$ cat src/rtl/adt7420_i2c_target_emu.sv
// ============================================================================
// Module  : adt7420_i2c_target_emu
// Brief   : I2C target emulating an ADT7420 temperature sensor (temp/status/
//           config/ID registers). Optional SCL stretching: ADT_EMU_STRETCH_EN.
// Rev     : 1.0  initial release
// ============================================================================
`default_nettype none

module adt7420_i2c_target_emu #(
    parameter logic [6:0] I2C_ADDR7   = 7'h4B,
    parameter int         FILT_LEN    = 3,
    parameter int         STRETCH_CYC = 16
) (
    input  logic        clk,
    input  logic        rst,
    input  logic        scl_in,
    input  logic        sda_in,
    output logic        scl_oen,
    output logic        sda_oen,
    input  logic [12:0] temp_c16,
    input  logic        temp_load,
    output logic [7:0]  cfg_reg,
    output logic        busy,
    output logic        xfer_done
);

    localparam logic [2:0] c_FILT_TOP = 3'(FILT_LEN - 1);

    typedef enum logic [3:0] {
        S_IDLE, S_ADDR, S_ADDR_ACK, S_PTR, S_PTR_ACK,
        S_WDATA, S_WDATA_ACK, S_RDATA, S_RACK
    } state_t;

    state_t      r_state, w_state_nxt;
    logic [1:0]  r_scl_s, r_sda_s;
    logic [2:0]  r_scl_cnt, r_sda_cnt;
    logic        r_scl_f, r_sda_f, r_scl_d, r_sda_d;
    logic [3:0]  r_cnt, w_cnt_nxt;
    logic [7:0]  r_rx, r_ptr, r_cfg;
    logic [6:0]  r_tx;
    logic [12:0] r_shadow;
    logic [4:0]  r_tx_latch;
    logic        r_nack, r_sda_oen, r_busy, r_done;
    logic        w_sda_oen_nxt, w_busy_nxt, w_done_nxt;
    logic        w_ack_end, w_load_tx, w_shift_tx, w_ptr_load, w_ptr_inc, w_cfg_we;
    logic        w_str, w_scl_rise, w_scl_fall, w_start, w_stop;
    logic [7:0]  w_rd_byte;

    // Input conditioning: 2-FF synchronizer, then a level is accepted only
    // once the synchronized value has differed for FILT_LEN consecutive cycles.
    always_ff @(posedge clk or posedge rst) begin
        if (rst) begin
            r_scl_s   <= 2'b11;
            r_sda_s   <= 2'b11;
            r_scl_cnt <= '0;
            r_sda_cnt <= '0;
            r_scl_f   <= 1'b1;
            r_sda_f   <= 1'b1;
            r_scl_d   <= 1'b1;
            r_sda_d   <= 1'b1;
        end else begin
            r_scl_s <= {r_scl_s[0], scl_in};
            r_sda_s <= {r_sda_s[0], sda_in};
            if (r_scl_s[1] == r_scl_f) begin
                r_scl_cnt <= '0;
            end else if (r_scl_cnt == c_FILT_TOP) begin
                r_scl_f   <= r_scl_s[1];
                r_scl_cnt <= '0;
            end else begin
                r_scl_cnt <= r_scl_cnt + 3'd1;
            end
            if (r_sda_s[1] == r_sda_f) begin
                r_sda_cnt <= '0;
            end else if (r_sda_cnt == c_FILT_TOP) begin
                r_sda_f   <= r_sda_s[1];
                r_sda_cnt <= '0;
            end else begin
                r_sda_cnt <= r_sda_cnt + 3'd1;
            end
            r_scl_d <= r_scl_f;
            r_sda_d <= r_sda_f;
        end
    end

    assign w_scl_rise = r_scl_f & ~r_scl_d & ~w_str;
    assign w_scl_fall = ~r_scl_f & r_scl_d & ~w_str;
    assign w_start    = r_scl_f & r_scl_d & r_sda_d & ~r_sda_f;
    assign w_stop     = r_scl_f & r_scl_d & ~r_sda_d & r_sda_f;

    // Address 0x01 is served from the latch taken when 0x00 was read.
    always_comb begin
        w_rd_byte = 8'h00;
        case (r_ptr)
            8'h00:   w_rd_byte = r_shadow[12:5];
            8'h01:   w_rd_byte = {r_tx_latch, 3'b000};
            8'h03:   w_rd_byte = r_cfg;
            8'h0B:   w_rd_byte = 8'hCB;
            default: w_rd_byte = 8'h00;
        endcase
    end

    always_comb begin
        w_state_nxt   = r_state;
        w_cnt_nxt     = r_cnt;
        w_sda_oen_nxt = r_sda_oen;
        w_busy_nxt    = r_busy;
        w_done_nxt    = 1'b0;
        w_ack_end     = 1'b0;
        w_load_tx     = 1'b0;
        w_shift_tx    = 1'b0;
        w_ptr_load    = 1'b0;
        w_ptr_inc     = 1'b0;
        w_cfg_we      = 1'b0;
        if (w_stop) begin
            w_state_nxt   = S_IDLE;
            w_cnt_nxt     = '0;
            w_sda_oen_nxt = 1'b1;
            w_busy_nxt    = 1'b0;
            w_done_nxt    = r_busy;
        end else if (w_start) begin
            w_state_nxt   = S_ADDR;
            w_cnt_nxt     = '0;
            w_sda_oen_nxt = 1'b1;
        end else begin
            case (r_state)
                S_ADDR, S_PTR, S_WDATA: begin
                    if (w_scl_rise && r_cnt != 4'd8) w_cnt_nxt = r_cnt + 4'd1;
                    if (w_scl_fall && r_cnt == 4'd8) begin
                        w_cnt_nxt     = '0;
                        w_sda_oen_nxt = 1'b0;
                        if (r_state == S_ADDR) begin
                            if (r_rx[7:1] == I2C_ADDR7) begin
                                w_state_nxt = S_ADDR_ACK;
                                w_busy_nxt  = 1'b1;
                            end else begin
                                w_state_nxt   = S_IDLE;
                                w_sda_oen_nxt = 1'b1;
                                w_busy_nxt    = 1'b0;
                            end
                        end else if (r_state == S_PTR) begin
                            w_state_nxt = S_PTR_ACK;
                            w_ptr_load  = 1'b1;
                        end else begin
                            w_state_nxt = S_WDATA_ACK;
                            w_cfg_we    = (r_ptr == 8'h03);
                            w_ptr_inc   = 1'b1;
                        end
                    end
                end
                S_ADDR_ACK: begin
                    if (w_scl_fall) begin
                        w_ack_end = 1'b1;
                        if (r_rx[0]) begin
                            w_state_nxt   = S_RDATA;
                            w_load_tx     = 1'b1;
                            w_sda_oen_nxt = w_rd_byte[7];
                        end else begin
                            w_state_nxt   = S_PTR;
                            w_sda_oen_nxt = 1'b1;
                        end
                    end
                end
                S_PTR_ACK, S_WDATA_ACK: begin
                    if (w_scl_fall) begin
                        w_ack_end     = 1'b1;
                        w_state_nxt   = S_WDATA;
                        w_sda_oen_nxt = 1'b1;
                    end
                end
                S_RDATA: begin
                    if (w_scl_rise && r_cnt != 4'd8) w_cnt_nxt = r_cnt + 4'd1;
                    if (w_scl_fall) begin
                        if (r_cnt == 4'd8) begin
                            w_state_nxt   = S_RACK;
                            w_cnt_nxt     = '0;
                            w_sda_oen_nxt = 1'b1;
                            w_ptr_inc     = 1'b1;
                        end else begin
                            w_shift_tx    = 1'b1;
                            w_sda_oen_nxt = r_tx[6];
                        end
                    end
                end
                S_RACK: begin
                    if (w_scl_fall) begin
                        w_ack_end = 1'b1;
                        if (r_nack) begin
                            w_state_nxt   = S_IDLE;
                            w_sda_oen_nxt = 1'b1;
                        end else begin
                            w_state_nxt   = S_RDATA;
                            w_load_tx     = 1'b1;
                            w_sda_oen_nxt = w_rd_byte[7];
                        end
                    end
                end
                default: ;
            endcase
        end
    end

    always_ff @(posedge clk or posedge rst) begin
        if (rst) begin
            r_state    <= S_IDLE;
            r_cnt      <= '0;
            r_sda_oen  <= 1'b1;
            r_busy     <= 1'b0;
            r_done     <= 1'b0;
            r_rx       <= '0;
            r_tx       <= '0;
            r_nack     <= 1'b0;
            r_ptr      <= '0;
            r_cfg      <= '0;
            r_shadow   <= '0;
            r_tx_latch <= '0;
        end else begin
            r_state   <= w_state_nxt;
            r_cnt     <= w_cnt_nxt;
            r_sda_oen <= w_sda_oen_nxt;
            r_busy    <= w_busy_nxt;
            r_done    <= w_done_nxt;
            if (w_scl_rise && (r_state == S_ADDR || r_state == S_PTR || r_state == S_WDATA))
                r_rx <= {r_rx[6:0], r_sda_f};
            if (w_scl_rise && r_state == S_RACK)
                r_nack <= r_sda_f;
            if (w_load_tx) begin
                r_tx <= w_rd_byte[6:0];
                if (r_ptr == 8'h00) r_tx_latch <= r_shadow[4:0];
            end else if (w_shift_tx) begin
                r_tx <= {r_tx[5:0], 1'b0};
            end
            if (w_ptr_load)     r_ptr <= r_rx;
            else if (w_ptr_inc) r_ptr <= r_ptr + 8'd1;
            if (w_cfg_we)       r_cfg <= r_rx;
            if (temp_load)      r_shadow <= temp_c16;
        end
    end

`ifdef ADT_EMU_STRETCH_EN
    logic        r_scl_oen;
    logic [15:0] r_str_cnt;

    always_ff @(posedge clk or posedge rst) begin
        if (rst) begin
            r_scl_oen <= 1'b1;
            r_str_cnt <= '0;
        end else if (w_ack_end) begin
            r_scl_oen <= 1'b0;
            r_str_cnt <= 16'(STRETCH_CYC - 1);
        end else if (!r_scl_oen) begin
            if (r_str_cnt == 16'd0) r_scl_oen <= 1'b1;
            else                    r_str_cnt <= r_str_cnt - 16'd1;
        end
    end

    assign w_str   = ~r_scl_oen;
    assign scl_oen = r_scl_oen;
`else
    logic w_unused_stretch;
    assign w_unused_stretch = (STRETCH_CYC > 0) ^ w_ack_end;
    assign w_str   = 1'b0;
    assign scl_oen = 1'b1;
`endif

    assign sda_oen   = r_sda_oen;
    assign cfg_reg   = r_cfg;
    assign busy      = r_busy;
    assign xfer_done = r_done;

endmodule

`default_nettype wire

$ cat config.mk
export PLATFORM = sky130hd
export DESIGN_NAME = adt7420_i2c_target_emu
export DESIGN_NICKNAME = d
export VERILOG_FILES = /design/src/rtl/adt7420_i2c_target_emu.sv
export SDC_FILE = /design/constraint.sdc
export NUM_CORES = 1
export LEC_CHECK = 0
export ABC_AREA = 1
export CAP_MARGIN = 15
export CORE_ASPECT_RATIO = 2
export CORE_UTILIZATION = 54
export DETAILED_ROUTE_END_ITERATION = 12
export PLACE_DENSITY_LB_ADDON = 0.08
export SYNTH_ARGS = -nofsm -noshare
export SYNTH_HDL_FRONTEND = slang
export SYNTH_SLANG_ARGS = --single-unit
$ cat constraint.sdc
create_clock -name clk -period 3.9 [get_ports clk]
set_input_delay 0.78 -clock clk [delete_from_list [all_inputs] [get_ports clk]]
set_output_delay 0.78 -clock clk [all_outputs]
set_load 0.05 [all_outputs]
==> flow_metrics.env <==
export IMPL_status="complete, no violations"
export IMPL_cts_tree="built"
export IMPL_final_hold_violation_count=0
export IMPL_vdd_drop_max_uv=429
export IMPL_largest_register="r_shadow"
export IMPL_worstSkewPairLatency_ps=330
export IMPL_worstPathMaxFanout=2
export IMPL_path_class="reg2out"
export IMPL_ant_nets=0
export IMPL_cap_violations=0
export IMPL_vias=3058
export IMPL_ctsHtreeMaxLevel=3
export IMPL_viasPerCell=5.25
export IMPL_coreArea_sq_um=6890
export IMPL_hold_path_class="reg2reg"
export IMPL_initial_core_util_pct=55.3
export IMPL_ctsResizeCount=0
export IMPL_drt_iter0_drc=130
export IMPL_pin_count=30
export IMPL_regArea_sq_um=1890
export IMPL_critPathBufInv=1
export IMPL_fin_crit_ps=2430
export IMPL_critPathLaunchType="flip-flop"
export IMPL_cts_sinks=75
export IMPL_avgSynthCellArea_sq_um=8.39
export IMPL_end_kind="output port"
export IMPL_fillers=619
export IMPL_total_power_uw=2740
export IMPL_first_pass_iters=4
export IMPL_die_h_microns=121
export IMPL_drive_above_1_share_pct=13.4
export IMPL_clock_root_buffer="clkbuf_16"
export IMPL_n_antenna_cell=0
export IMPL_synth_area_sq_um=3810
export IMPL_dp_hpwl_microns=6750
export IMPL_slew_headroom_pct=55.3
export IMPL_grt_use_total_pct=27.3
export IMPL_multi_input_area_sq_um=1590
export IMPL_grt_max_degree=34
export IMPL_fin_skew_ps=7.55
export IMPL_row_count=43
export IMPL_synth_seq_area_share_pct=49.6
export IMPL_timing_fmax_mhz=412
export IMPL_netlist_instances=454
export IMPL_antenna_found_initial=0
export IMPL_area_growth_pct=17.7
export IMPL_crit_required_ps=3120
export IMPL_grt_ovfl_total=0
export IMPL_worstPathArrival_ps=1650
export IMPL_finalSetupViolations=0
export IMPL_gp_congestion=0.897
export IMPL_hold_buffers=0
export IMPL_final_period_utilization_pct=62.2
export IMPL_cts_clk_slew_worst_paths_ps=60
export IMPL_die_area_sq_um=7410
export IMPL_wl_per_cell_microns=15.0
export IMPL_syn_nets=477
export IMPL_cp_top_family="buffers and inverters"
export IMPL_grt_pass1_vias=3105
export IMPL_powerDensity_nw_per_um2=611
export IMPL_p_leak_uw=0.00215
export IMPL_largest_reg_flops=13
export IMPL_drv_slew=0
export IMPL_die_w_microns=61.4
export IMPL_r2r_slack_ps=1840
export IMPL_nets=510
export IMPL_cpMaxStageDelayCell="clkdlybuf4s50_1"
export IMPL_cts_buffers=9
export IMPL_crit_chain="clkdlybuf4s50_1"
export IMPL_rsz0062_at_grt="false"
export IMPL_post_cts_buffers=0
export IMPL_yosys_register_bits=75
export IMPL_route_detailed_drc=0
export IMPL_yosysWarnings=0
export IMPL_worst_slew_pin_slew_ps=670
export IMPL_cpPeakStageDelay_ps=790
export IMPL_grt_pass1_wl_microns=14200
export IMPL_io_buffers=28
export IMPL_fin_tns_setup_ps=0
export IMPL_clock_path_buffers=2
export IMPL_postRouteWirelength_microns=8740
export IMPL_synth_cell_types=37
-- power by group --
part           internal (uW)  switching (uW)  total, uW
registers                963             141       1100
logic                    246             445        691
clock network            627             318        945
-- synthesized netlist by cell type --
| cell type | n | area [sq um] |
|---|---|---|
| mux2_2 | 3 | 33.8 |
| o21ai_2 | 8 | 70.1 |
| nand2_8 | 1 | 20.0 |
| nand2_4 | 2 | 22.5 |
| nand3_4 | 1 | 17.5 |
| nor3_1 | 11 | 55.1 |
| o21ai_1 | 14 | 70.1 |
| dfstp_2 | 9 | 236 |
| nand3_1 | 18 | 90.1 |
| conb_1 | 1 | 3.75 |
| o21ai_0 | 36 | 180 |
| buf_2 | 1 | 5.00 |
| inv_4 | 1 | 6.26 |
| inv_2 | 6 | 22.5 |
| buf_4 | 1 | 7.51 |
| mux2i_1 | 2 | 20.0 |
| inv_1 | 60 | 225 |
| xor2_1 | 7 | 61.3 |
| dfrtp_1 | 66 | 1650 |
| nand3b_1 | 1 | 7.51 |
| buf_12 | 1 | 20.0 |
| nand2_2 | 6 | 37.5 |
| clkbuf_1 | 2 | 7.51 |
| xnor2_1 | 2 | 17.5 |
| a21oi_1 | 26 | 130 |
| o211ai_2 | 1 | 12.5 |
| nor2_4 | 3 | 33.8 |
| nand3_2 | 5 | 50.1 |
| a31oi_1 | 2 | 12.5 |
| o22ai_1 | 2 | 12.5 |
| nor2_1 | 28 | 105 |
| buf_6 | 3 | 33.8 |
| ha_1 | 5 | 62.6 |
| o211ai_1 | 2 | 15.0 |
| nor2_2 | 2 | 12.5 |
| nand2_1 | 112 | 420 |
| nand4_1 | 3 | 18.8 |
-- layer usage --
layer | wire [microns] | global-route usage (%) | vias up
met5 | 0 | 0 | -
met4 | 469 | 16.0 | 0
met3 | 296 | 6.84 | 30
met2 | 4850 | 48.4 | 78
met1 | 3120 | 26.9 | 1430
li1 | - | - | 1520
-- worst paths after layout --
kind                            cells past startpoint        from             to
worst max-delay path                                1     sda_oen        sda_oen
worst min-delay path                                0  r_sda_s[0]     r_sda_s[1]
worst max register to register                      9    r_cnt[1]       r_ptr[6]
worst min register to register                      0  r_sda_s[0]     r_sda_s[1]
max in group asynchronous                           3         rst  r_tx_latch[3]
min in group asynchronous                           2         rst   r_sda_cnt[1]
-- cells in the final DEF, fill, tap and decap left out --
master / Yosys / final
nand2_1: 112 / 112
dfrtp_1: 66 / 66
inv_1: 60 / 59
o21ai_0: 36 / 36
nor2_1: 28 / 28
clkdlybuf4s50_1: 0 / 28
a21oi_1: 26 / 26
nand3_1: 18 / 18
o21ai_1: 14 / 14
nor3_1: 11 / 11
clkbuf_16: 0 / 9
dfstp_2: 9 / 9
o21ai_2: 8 / 8
inv_2: 6 / 7
xor2_1: 7 / 7
nand2_2: 6 / 6
nand3_2: 5 / 5
ha_1: 5 / 5
nor2_4: 3 / 3
mux2_2: 3 / 3
nand4_1: 3 / 3
bufinv_16: 0 / 3
nand2_4: 2 / 2
nor2_2: 2 / 2
a31oi_1: 2 / 2
o211ai_1: 2 / 2
mux2i_1: 2 / 2
xnor2_1: 2 / 2
o22ai_1: 2 / 2
buf_4: 1 / 2
inv_4: 1 / 1
nand2_8: 1 / 1
nand3_4: 1 / 1
o211ai_2: 1 / 1
nand3b_1: 1 / 1
conb_1: 1 / 1
clkbuf_1: 2 / 1
clkinv_2: 0 / 1
clkinv_4: 0 / 1
inv_6: 0 / 1
-- cells by family (layout without fill, tap and decap cells) --
| logic type | Yosys count | after routing | share of synthesized area [%] |
|---|---|---|---|
| xor+xnor | 9 | 9 | 2.07 |
| compound gates | 91 | 91 | 13.2 |
| mux | 5 | 5 | 1.41 |
| fa+ha+maj | 5 | 5 | 1.64 |
| simple gates | 193 | 193 | 23.4 |
| buf+inv | 75 | 113 | 8.61 |
| flops | 75 | 75 | 49.6 |
| other cells | 1 | 1 | 0.0985 |
-- metrics by stage --
| step | worst slack, ps | instances | hold WS [ps] | utilization, % | instance area (sq um) |
|---|---|---|---|---|---|
| 2_1_floorplan | 1220 | 454 | 345 | - | 3810 |
| 6_report | 1470 | 582 | 365 | 65.1 | 4480 |
| 3_5_place_dp | 1680 | 566 | 356 | 60.2 | 4140 |
| 3_3_place_gp | 1740 | 566 | 356 | 60.2 | 4140 |
| 4_1_cts | 1460 | 582 | 363 | 65.1 | 4480 |
| 5_1_grt | 1430 | 582 | 362 | 65.1 | 4480 |
-- cell type report --
cell class | count | share of cell area (%)
clock buffers | 10 | 5.11
flip-flops and latches | 75 | 42.1
clock inverters | 6 | 2.51
inverters | 67 | 5.66
multi-input cells | 304 | 35.5
well taps | 90 | 2.51
repair buffers | 30 | 6.58
Power figures use the tool's default switching activity.
